**src/rtl/mem_access_unit.sv**
```systemverilog
// Byte/half/word load-store unit in front of a 32-bit dual-port RAM (sync read, big-endian lane packing).
// Define MEM_ACCESS_UNIT_MISALIGN_TRAP_EN to fault misaligned H/W accesses instead of aligning them down.
module mem_access_unit #(
    parameter int RAM_A_WIDTH = 12
) (
    input  logic                   clock,
    input  logic                   reset,
    input  logic                   reqValid,
    output logic                   reqReady,
    input  logic                   isStore,
    input  logic [2:0]             funct3,
    input  logic [31:0]            address,
    input  logic [31:0]            storeData,
    output logic                   done,
    output logic [31:0]            loadData,
    output logic                   accessFault,
    output logic [RAM_A_WIDTH-1:0] ramReadAddress,
    input  logic [31:0]            ramDataOut,
    output logic [RAM_A_WIDTH-1:0] ramWriteAddress,
    output logic [31:0]            ramDataIn,
    output logic                   ramWriteEnable
);
    localparam int BA_W = RAM_A_WIDTH + 2;

    typedef enum logic [2:0] {IDLE, LOAD_WAIT, LOAD_DONE, STORE, FAULT} state_t;

    state_t            r_state, w_next;
    logic              r_isStore;
    logic [2:0]        r_funct3;
    logic [BA_W-1:0]   r_addr;
    logic [31:0]       r_storeData;
    logic [31:0]       r_loadData;

    logic              w_illegal, w_misalign, w_fault, w_accept;
    logic [BA_W-1:0]   w_addr_eff;
    logic [3:0][7:0]   w_rb;
    logic [3:0][7:0]   w_wb;
    logic [7:0]        w_byte;
    logic [15:0]       w_half;
    logic [31:0]       w_fmt;
    logic [1:0]        w_off;
    logic              w_unused;

    assign w_unused = &{1'b0, address[31:BA_W]};
    assign w_accept = (r_state == IDLE) && reqValid;

    always_comb begin
        w_illegal = 1'b0;
        if (isStore) w_illegal = !(funct3 == 3'b000 || funct3 == 3'b001 || funct3 == 3'b010);
        else         w_illegal = (funct3 == 3'b011 || funct3 == 3'b110 || funct3 == 3'b111);
    end

`ifdef MEM_ACCESS_UNIT_MISALIGN_TRAP_EN
    assign w_misalign = ((funct3[1:0] == 2'b01) && address[0]) ||
                        ((funct3 == 3'b010) && (address[1:0] != 2'b00));
`else
    assign w_misalign = 1'b0;
`endif
    assign w_fault = w_illegal | w_misalign;

    // Align down H/W; with the trap enabled the misaligned cases never reach a RAM state.
    always_comb begin
        w_addr_eff = address[BA_W-1:0];
        if (funct3[1:0] == 2'b01) w_addr_eff[0]   = 1'b0;
        if (funct3[1:0] == 2'b10) w_addr_eff[1:0] = 2'b00;
    end

    always_comb begin
        w_next = r_state;
        case (r_state)
            IDLE:      if (reqValid) w_next = w_fault ? FAULT : (isStore ? STORE : LOAD_WAIT);
            LOAD_WAIT: w_next = LOAD_DONE;
            default:   w_next = IDLE;
        endcase
    end

    always_ff @(posedge clock) begin
        if (!reset) begin
            r_state    <= IDLE;
            r_loadData <= '0;
        end else begin
            r_state <= w_next;
            if (w_accept && w_fault)    r_loadData <= '0;
            if (r_state == LOAD_WAIT)   r_loadData <= w_fmt;
        end
    end

    always_ff @(posedge clock) begin
        if (w_accept) begin
            r_isStore   <= isStore;
            r_funct3    <= funct3;
            r_addr      <= w_addr_eff;
            r_storeData <= storeData;
        end
    end

    // Byte at offset k lives in word bits [31-8k:24-8k].
    always_comb begin
        for (int k = 0; k < 4; k++) w_rb[k] = ramDataOut[31-8*k -: 8];
    end

    assign w_off  = r_addr[1:0];
    assign w_byte = w_rb[w_off];
    assign w_half = {w_rb[{w_off[1], 1'b1}], w_rb[{w_off[1], 1'b0}]};

    always_comb begin
        case (r_funct3[1:0])
            2'b00:   w_fmt = {{24{~r_funct3[2] & w_byte[7]}}, w_byte};
            2'b01:   w_fmt = {{16{~r_funct3[2] & w_half[15]}}, w_half};
            default: w_fmt = {w_rb[3], w_rb[2], w_rb[1], w_rb[0]};
        endcase
    end

    // Read-modify-write: RAM word read at acceptance is on ramDataOut during STORE.
    always_comb begin
        w_wb = w_rb;
        case (r_funct3[1:0])
            2'b00: w_wb[w_off] = r_storeData[7:0];
            2'b01: begin
                w_wb[{w_off[1], 1'b0}] = r_storeData[7:0];
                w_wb[{w_off[1], 1'b1}] = r_storeData[15:8];
            end
            default: for (int k = 0; k < 4; k++) w_wb[k] = r_storeData[8*k +: 8];
        endcase
        ramDataIn = '0;
        for (int k = 0; k < 4; k++) ramDataIn[31-8*k -: 8] = w_wb[k];
    end

    assign reqReady        = (r_state == IDLE);
    assign done            = (r_state == LOAD_DONE) || (r_state == STORE) || (r_state == FAULT);
    assign accessFault     = (r_state == FAULT);
    assign loadData        = r_loadData;
    assign ramReadAddress  = (r_state == IDLE) ? address[BA_W-1:2] : r_addr[BA_W-1:2];
    assign ramWriteAddress = r_addr[BA_W-1:2];
    assign ramWriteEnable  = (r_state == STORE) && r_isStore && reset;

endmodule

```
**config.mk**
```make
export PLATFORM = sky130hd
export DESIGN_NAME = mem_access_unit
export DESIGN_NICKNAME = d
export VERILOG_FILES = /design/src/rtl/mem_access_unit.sv
export SDC_FILE = /design/constraint.sdc
export NUM_CORES = 1
export LEC_CHECK = 0
export ABC_CLOCK_PERIOD_IN_PS = 2800
export BUFFER_PORTS_ARGS = -buffer_cell sky130_fd_sc_hd__buf_4
export CORE_UTILIZATION = 28
export DETAILED_ROUTE_END_ITERATION = 7
export SYNTH_ARGS = -nofsm -noshare
export SYNTH_HDL_FRONTEND = slang
export SYNTH_SLANG_ARGS = --single-unit
export TNS_END_PERCENT = 10
```
**constraint.sdc**
```tcl
create_clock -name clock -period 2.8 [get_ports clock]
set_input_delay 0.84 -clock clock [delete_from_list [all_inputs] [get_ports clock]]
set_output_delay 0.84 -clock clock [all_outputs]
set_load 0.01 [all_outputs]
```
==> impl_metrics.json, run 1 <==
{
  "timing_max_transition_violations_final": 0,
  "initialDrtViolationCount": 221,
  "worstMarginPinSlew_ps": 1210,
  "main_flop_type_after_synthesis": "edfxtp_1",
  "irDropWorstVdd_uv": 315,
  "timing.slew.headroom_pct": 19.5,
  "cts_hold_buffers": 0,
  "drtAntennaViolNets": 0,
  "die_x_um": 127,
  "comb_power_share_pct": 23.5,
  "port_buffers": 176,
  "criticalPathCategory": "flip-flop to output port",
  "crit_path_top_delay_cell": "edfxtp_1",
  "design.core.area_um2": 15200,
  "cts_tree": "yes",
  "async_flop_share_pct": 0,
  "timing.final.hold_violations": 0,
  "regArea_um2": 2200,
  "fillerInstances": 1496,
  "synth_commonest_cells": "50 x edfxtp_1, 35 x dfxtp_1, 32 x nand2_1, 26 x o21ai_0, 25 x mux2_2",
  "total_number_of_clock_tree_sinks": 85,
  "intPower_w": 0.00254,
  "finalSetupViolations": 0,
  "share_clk_of_total_power_pct": 35.0,
  "crit_chain": "buf_4 > a211oi_2 > buf_4 > nand2_1 > nand2_1 > buf_4",
  "syn_area_per_cell_um2": 11.8,
  "cp_required_ps": 1960,
  "critical-path-top-cell-by-count": "buf_4",
  "timing.hold.ws_ps": 462,
  "post-route-util_pct": 40.8,
  "max-cap-violations": 0,
  "synth.lib_cells_used.distinct": 46,
  "initial_utilization_pct": 28.8,
  "power.share.sequential_pct": 41.5,
  "final_layout_size_suffix_gt1_share_pct": 47.4,
  "instances_no_fill": 732,
  "synth_top_cell_area_share_pct": 34.3,
  "clock.fmax_mhz": 362,
  "nets": 646,
  "grt_use_total_pct": 17.9,
  "h-tree-depth": 3,
  "synth_top_area_cell": "edfxtp_1",
  "dp_cells": 716,
  "vias_per_cell": 5.07,
  "final.setup.tns_ps": 0,
  "final.period_utilization_pct": 98.7,
  "synth_area_um2": 4370,
  "timing.hold.worst.class": "flip-flop to flip-flop",
  "ys_seq_elements": 85,
  "fin_clk_skew_ps": 8.60,
  "yosys_warns": 0,
  "hpwlAfterDp_mm": 11.1,
  "routedWlPerCell_um": 19.5,
  "buffers_inserted_during_post_cts_setup_optimization": 0,
  "rsz0062_at_grt": "yes",
  "num_rows": 45,
  "floorplan.die_area_um2": 16100,
  "power_density_nw_per_um2": 572,
  "setup.worst_path.end_class": "output port",
  "clk_root_buffer_cell": "clkbuf_16",
  "clock_latency_ps": 350,
  "flow.area_growth_from_synthesis_pct": 41.7,
  "clock_tree.buffer_depth": 2,
  "design.portCount": 195,
  "number_of_remaining_drc_errors": 0,
  "largest_net_degree_at_the_start_of_global_routing": 49,
  "synth_edf_count": 50,
  "outcome": "complete, no violations",
  "start_kind": "flip-flop",
  "cp_top_family": "buffers and inverters",
  "switching_part_of_the_total_pct": 28.3,
  "antenna_found_initial": 0,
  "worst-path-max-fanout": 13,
  "power.leakage_nw": 2.60,
  "dr_total_vias": 3712,
  "overflow": 0,
  "yosysMostFrequentCell": "edfxtp_1",
  "synthesis.nets": 477,
  "worstPathBufferInverterCount": 3,
  "clk_pin_slew_worst_paths_ps": 60,
  "netlist_top_cells_area": "edfxtp_1 34%, dfxtp_1 16%, mux2_2 6.4%, a221o_1 4.6%, mux4_2 4.1%",
  "die_y_um": 127,
  "total_switching_power_w": 0.00100,
  "arrival_time_of_data_at_the_critical_path_endpoint_ps": 1920,
  "syn_inst": 370,
  "finalWorstPathRequiredPeriod_ps": 2760,
  "detail_route.wirelength_mm": 14.3,
  "synth_seq_area_share_pct": 50.4,
  "firstDrtPassIters": 4,
  "critPathMaxStageDelay_ps": 470,
  "number_of_global_route_vias_before_repair": 3837,
  "cts-buffers-inserted": 9,
  "first_pass_grt_wire_length_mm": 21.6,
  "multi_input_combinational_cell_area_um2": 1940,
  "antenna_diode_count": 0,
  "place.gp.congestion": 0.906
}
## area by class of cell
cell class              instances  share of cell area (%)
flip-flops and latches         85                    35.5
multi-input cells             239                    31.3
repair buffers                196                    24.0
well taps                     188                    3.79
clock buffers                   9                    3.63
clock inverters                 7                    1.29
inverters                       8                   0.484
## layout by cell type (no fill, tap or decap), types with 4 or more instances in the layout
master,n
a22o_1,9
a21boi_0,7
nor2b_1,5
o22ai_1,4
inv_1,8
buf_4,194
mux2_2,25
ha_1,4
dfxtp_1,35
o2bb2ai_1,15
nand2_1,32
nor2_1,8
a221o_1,20
mux2_1,4
mux4_2,8
nand2b_1,4
nand3_1,4
nor3_1,7
a22oi_1,16
o21ai_0,26
clkbuf_16,9
mux2i_1,10
edfxtp_1,50
## state kept, by name, indices dropped and copies added, names as in the netlist
name	flops
loadData	32
r_storeData	32
r_addr	14
r_funct3	3
r_state	3
r_isStore	1
## stage by stage
stage	setup WS (ps)	power, W	area (um2)
finish	35.8	0.00355	6200
global route	-27.8	0.00370	6200
CTS	28.9	0.00359	6190
detailed placement	-175	0.00233	5870
global placement	-116	0.00232	5870
floorplan	159	0.00192	4370
## routing by layer
layer	global-route usage, %	share of wire [%]	vias to the layer above	wire [um]
met5	0	0	-	0
met4	3.99	0.59	0	84
met3	6.03	7.8	7	1120
met2	31.4	50	154	7110
met1	21.1	42	1788	5990
li1	-	-	1763	-
## power groups by stage
stage                     registers [W]  logic (W)  clock network (W)
after detailed placement        0.00150   0.000836                  0
after global routing            0.00148   0.000899            0.00132
after floorplan                 0.00149   0.000431                  0
after global placement          0.00149   0.000824                  0
final                           0.00147   0.000834            0.00124
after CTS                       0.00147   0.000840            0.00127
## worst paths after layout
| path | to | from | cells after the start | slack, ps |
|---|---|---|---|---|
| max | ramDataIn[22] | r_funct3[0] | 6 | 40 |
| min | loadData[15] | loadData[15] | 1 | 460 |
| max reg2reg | loadData[28] | r_addr[1] | 6 | 480 |
| min reg2reg | loadData[15] | loadData[15] | 1 | 460 |
## kinds of logic after synthesis
logic type               Yosys count  share of synthesized area (%)
multiplexers                      47                           13.9
buffers and inverters             46                           5.84
AND/OR/NAND/NOR                   74                           8.84
adder cells (fa/ha/maj)            4                           1.14
flip-flops                        85                           50.4
AO/OA/AOI/OAI                    114                           19.9
## what timing repair did
| item | in CTS | in global routing |
|---|---|---|
| gates resized for setup | 3 | 3 |
| gates cloned | 0 | 0 |
| setup endpoints to repair | 15 | 12 |
| pin swaps | 0 | 1 |
Note: power is estimated with default switching activity, not from simulation.
==> run 2: changes to the inputs <==
--- a/config.mk
+++ b/config.mk
@@ -5,6 +5,7 @@
 export SDC_FILE = /design/constraint.sdc
 export NUM_CORES = 1
 export LEC_CHECK = 0
+export ABC_AREA = 1
 export ABC_CLOCK_PERIOD_IN_PS = 2800
 export BUFFER_PORTS_ARGS = -buffer_cell sky130_fd_sc_hd__buf_4
 export CORE_UTILIZATION = 28
==> run 2 against run 1 <==
Non-clock buffer count shrank 2; clock power about the same; synthesized cell count increased by 55%; first-iteration DRC count grew 32%; critical endpoint is now ramDataIn[23]; wire length is 8.8% higher; final cell count up 31%; sequential power about the same; clock skew increased by 1.4 ps; die area increased by 5.7%; via count rose by 24%.
==> impl_metrics.json, run 2 <==
{
  "yosys_warns": 0,
  "fin_clk_skew_ps": 10.0,
  "final_layout_size_suffix_gt1_share_pct": 31.7,
  "place.gp.congestion": 0.923,
  "antenna_found_initial": 0,
  "synth_area_um2": 4620,
  "floorplan.die_area_um2": 17000,
  "intPower_w": 0.00252,
  "cts_tree": "yes",
  "worst-path-max-fanout": 9,
  "power.leakage_nw": 2.86,
  "comb_power_share_pct": 24.4,
  "synth_top_cell_area_share_pct": 32.5,
  "clock_latency_ps": 350,
  "final_area_um2": 6450,
  "timing.final.hold_violations": 0,
  "share_clk_of_total_power_pct": 34.7,
  "total_number_of_clock_tree_sinks": 85,
  "die_y_um": 131,
  "irDropWorstVdd_uv": 327,
  "dr_total_vias": 4597,
  "number_of_global_route_vias_before_repair": 4308,
  "critPathMaxStageDelay_ps": 500,
  "main_flop_type_after_synthesis": "edfxtp_1",
  "synth_commonest_cells": "137 x nand2_1, 83 x a21oi_1, 54 x nand3_1, 50 x edfxtp_1, 50 x inv_1",
  "final_common_cell": "buf_4",
  "rsz0062_at_grt": "no",
  "timing.hold.ws_ps": 484,
  "design.portCount": 195,
  "number_of_remaining_drc_errors": 0,
  "criticalPathCategory": "flip-flop to output port",
  "synth_seq_area_share_pct": 47.6,
  "synthesis.nets": 681,
  "total_switching_power_w": 0.00103,
  "synth_top_area_cell": "edfxtp_1",
  "cts_hold_buffers": 0,
  "switching_part_of_the_total_pct": 29.1,
  "cts-buffers-inserted": 9,
  "timing.hold.worst.class": "flip-flop to flip-flop",
  "h-tree-depth": 3,
  "grt_use_total_pct": 18.6,
  "worstMarginPinSlew_ps": 939,
  "antenna_diode_count": 0,
  "power.share.sequential_pct": 40.9,
  "initialDrtViolationCount": 292,
  "hpwlAfterDp_mm": 11.9,
  "largest_net_degree_at_the_start_of_global_routing": 59,
  "power_density_nw_per_um2": 550,
  "syn_area_per_cell_um2": 8.06,
  "worstPathBufferInverterCount": 3,
  "arrival_time_of_data_at_the_critical_path_endpoint_ps": 1880,
  "nets": 843,
  "postPlaceCellArea_um2": 6100,
  "clk_root_buffer_cell": "clkbuf_16",
  "die_x_um": 131,
  "fillerInstances": 1726,
  "routedWlPerCell_um": 16.3,
  "ys_seq_elements": 85,
  "setup.worst_path.end_class": "output port",
  "syn_inst": 574,
  "timing.slew.headroom_pct": 37.3,
  "crit_path_top_delay_cell": "edfxtp_1",
  "flow.area_growth_from_synthesis_pct": 39.5,
  "final.setup.tns_ps": 0,
  "overflow": 0,
  "first_pass_grt_wire_length_mm": 23.7,
  "drtAntennaViolNets": 0,
  "timing_max_transition_violations_final": 0,
  "max-cap-violations": 0,
  "synth.lib_cells_used.distinct": 33,
  "clock.fmax_mhz": 368,
  "synth_edf_count": 50,
  "initial_utilization_pct": 28.9,
  "crit_chain": "inv_2 > nand2_2 > inv_2 > nand2_4 > nand2_4 > nand2_2 > o221ai_1 > buf_4",
  "finalSetupViolations": 0,
  "port_buffers": 176,
  "yosysMostFrequentCell": "nand2_1",
  "num_rows": 46,
  "detail_route.wirelength_mm": 15.6,
  "netlist_top_cells_area": "edfxtp_1 32%, dfxtp_1 15%, nand2_1 11%, a21oi_1 9.0%, nand3_1 5.8%",
  "final_cell_mix": "193 x buf_4, 136 x nand2_1, 82 x a21oi_1",
  "cp_top_family": "flip-flops",
  "cp_required_ps": 1960,
  "clock_tree.buffer_depth": 2,
  "vias_per_cell": 4.80,
  "finalWorstPathRequiredPeriod_ps": 2720,
  "final.period_utilization_pct": 97.1,
  "clk_pin_slew_worst_paths_ps": 60,
  "async_flop_share_pct": 0,
  "start_kind": "flip-flop",
  "firstDrtPassIters": 4,
  "outcome": "complete, no violations",
  "design.core.area_um2": 16000
}
[run 2: cell types whose count changed after synthesis, sizes merged, moves of 15 or more]
cell and change:
mux2 -29, o2bb2ai -15, a22oi -16, nand2 +108, a21oi +80, nor2 +26
nand3 +51, inv +48, a221o -20
[run 2: cell type report]
type                            instances  area [um2]  share of cell area [%]
Timing Repair Buffer                  194        1460                    22.6
Inverter                               57         214                    3.32
Sequential cell                        85        2200                    34.1
Clock buffer                           11         253                    3.92
Tap cell                              216         270                    4.19
Clock inverter                          5        56.3                   0.873
Multi-Input combinational cell        389        2000                    30.9
[run 2: worst min-delay path: cells and delay by family, from the launching register on]
kind | cells | cell delay (ps)
DFF | 1 | 310
and+or+nand+nor | 1 | 70
AOI/OAI and AO/OA | 1 | 60
[run 2: final timing paths]
| check | start | endpoint | slack (ps) | cells past startpoint |
|---|---|---|---|---|
| min | loadData[14] | loadData[14] | 480 | 2 |
| min reg2reg | loadData[14] | loadData[14] | 480 | 2 |
| max reg2reg | r_addr[1] | loadData[18] | 920 | 9 |
| max | r_funct3[1] | ramDataIn[23] | 80 | 8 |
[run 2: what timing repair did]
| item | 4_1_cts | 5_1_grt |
|---|---|---|
| cloned | 0 | 0 |
| endpoints found under the setup margin | 2 | 9 |
| gates resized for setup | 2 | 7 |
| endpoints found under the hold margin | 0 | 0 |
| buffers inserted | 0 | 0 |
[run 2: power groups by stage]
stage	sequential, W	combinational [W]	clock (W)
2_1_floorplan	0.00147	0.000453	0
3_3_place_gp	0.00148	0.000854	0
3_5_place_dp	0.00148	0.000856	0
4_1_cts	0.00145	0.000861	0.00127
5_1_grt	0.00146	0.000947	0.00132
6_report	0.00145	0.000865	0.00123
[run 2: cells by family (layout without fill, tap and decap cells)]
group           after synthesis  count (layout)  share of synthesized area [%]
simple gates                237             237                           22.5
compound gates              148             148                           18.7
buf+inv                     100             267                           10.1
flops                        85              85                           47.6
fa+ha+maj                     4               4                           1.08
[run 2: metrics by stage]
stage | instances | power, W | setup slack (ps) | utilization (%)
6_report | 957 | 0.00355 | 81.9 | 40.3
5_1_grt | 957 | 0.00373 | 5.48 | 40.3
4_1_cts | 957 | 0.00358 | 48.6 | 40.1
3_5_place_dp | 941 | 0.00234 | 362 | 38.2
3_3_place_gp | 941 | 0.00233 | 348 | 38.2
2_1_floorplan | 574 | 0.00193 | 387 | -
[run 2: per-layer routing]
layer	GRT usage [%]	wire length (um)	vias up
li1	-	-	2285
met1	25.1	7010	2114
met2	28.0	7090	169
met3	3.91	999	29
met4	9.06	466	0
met5	0	0	-
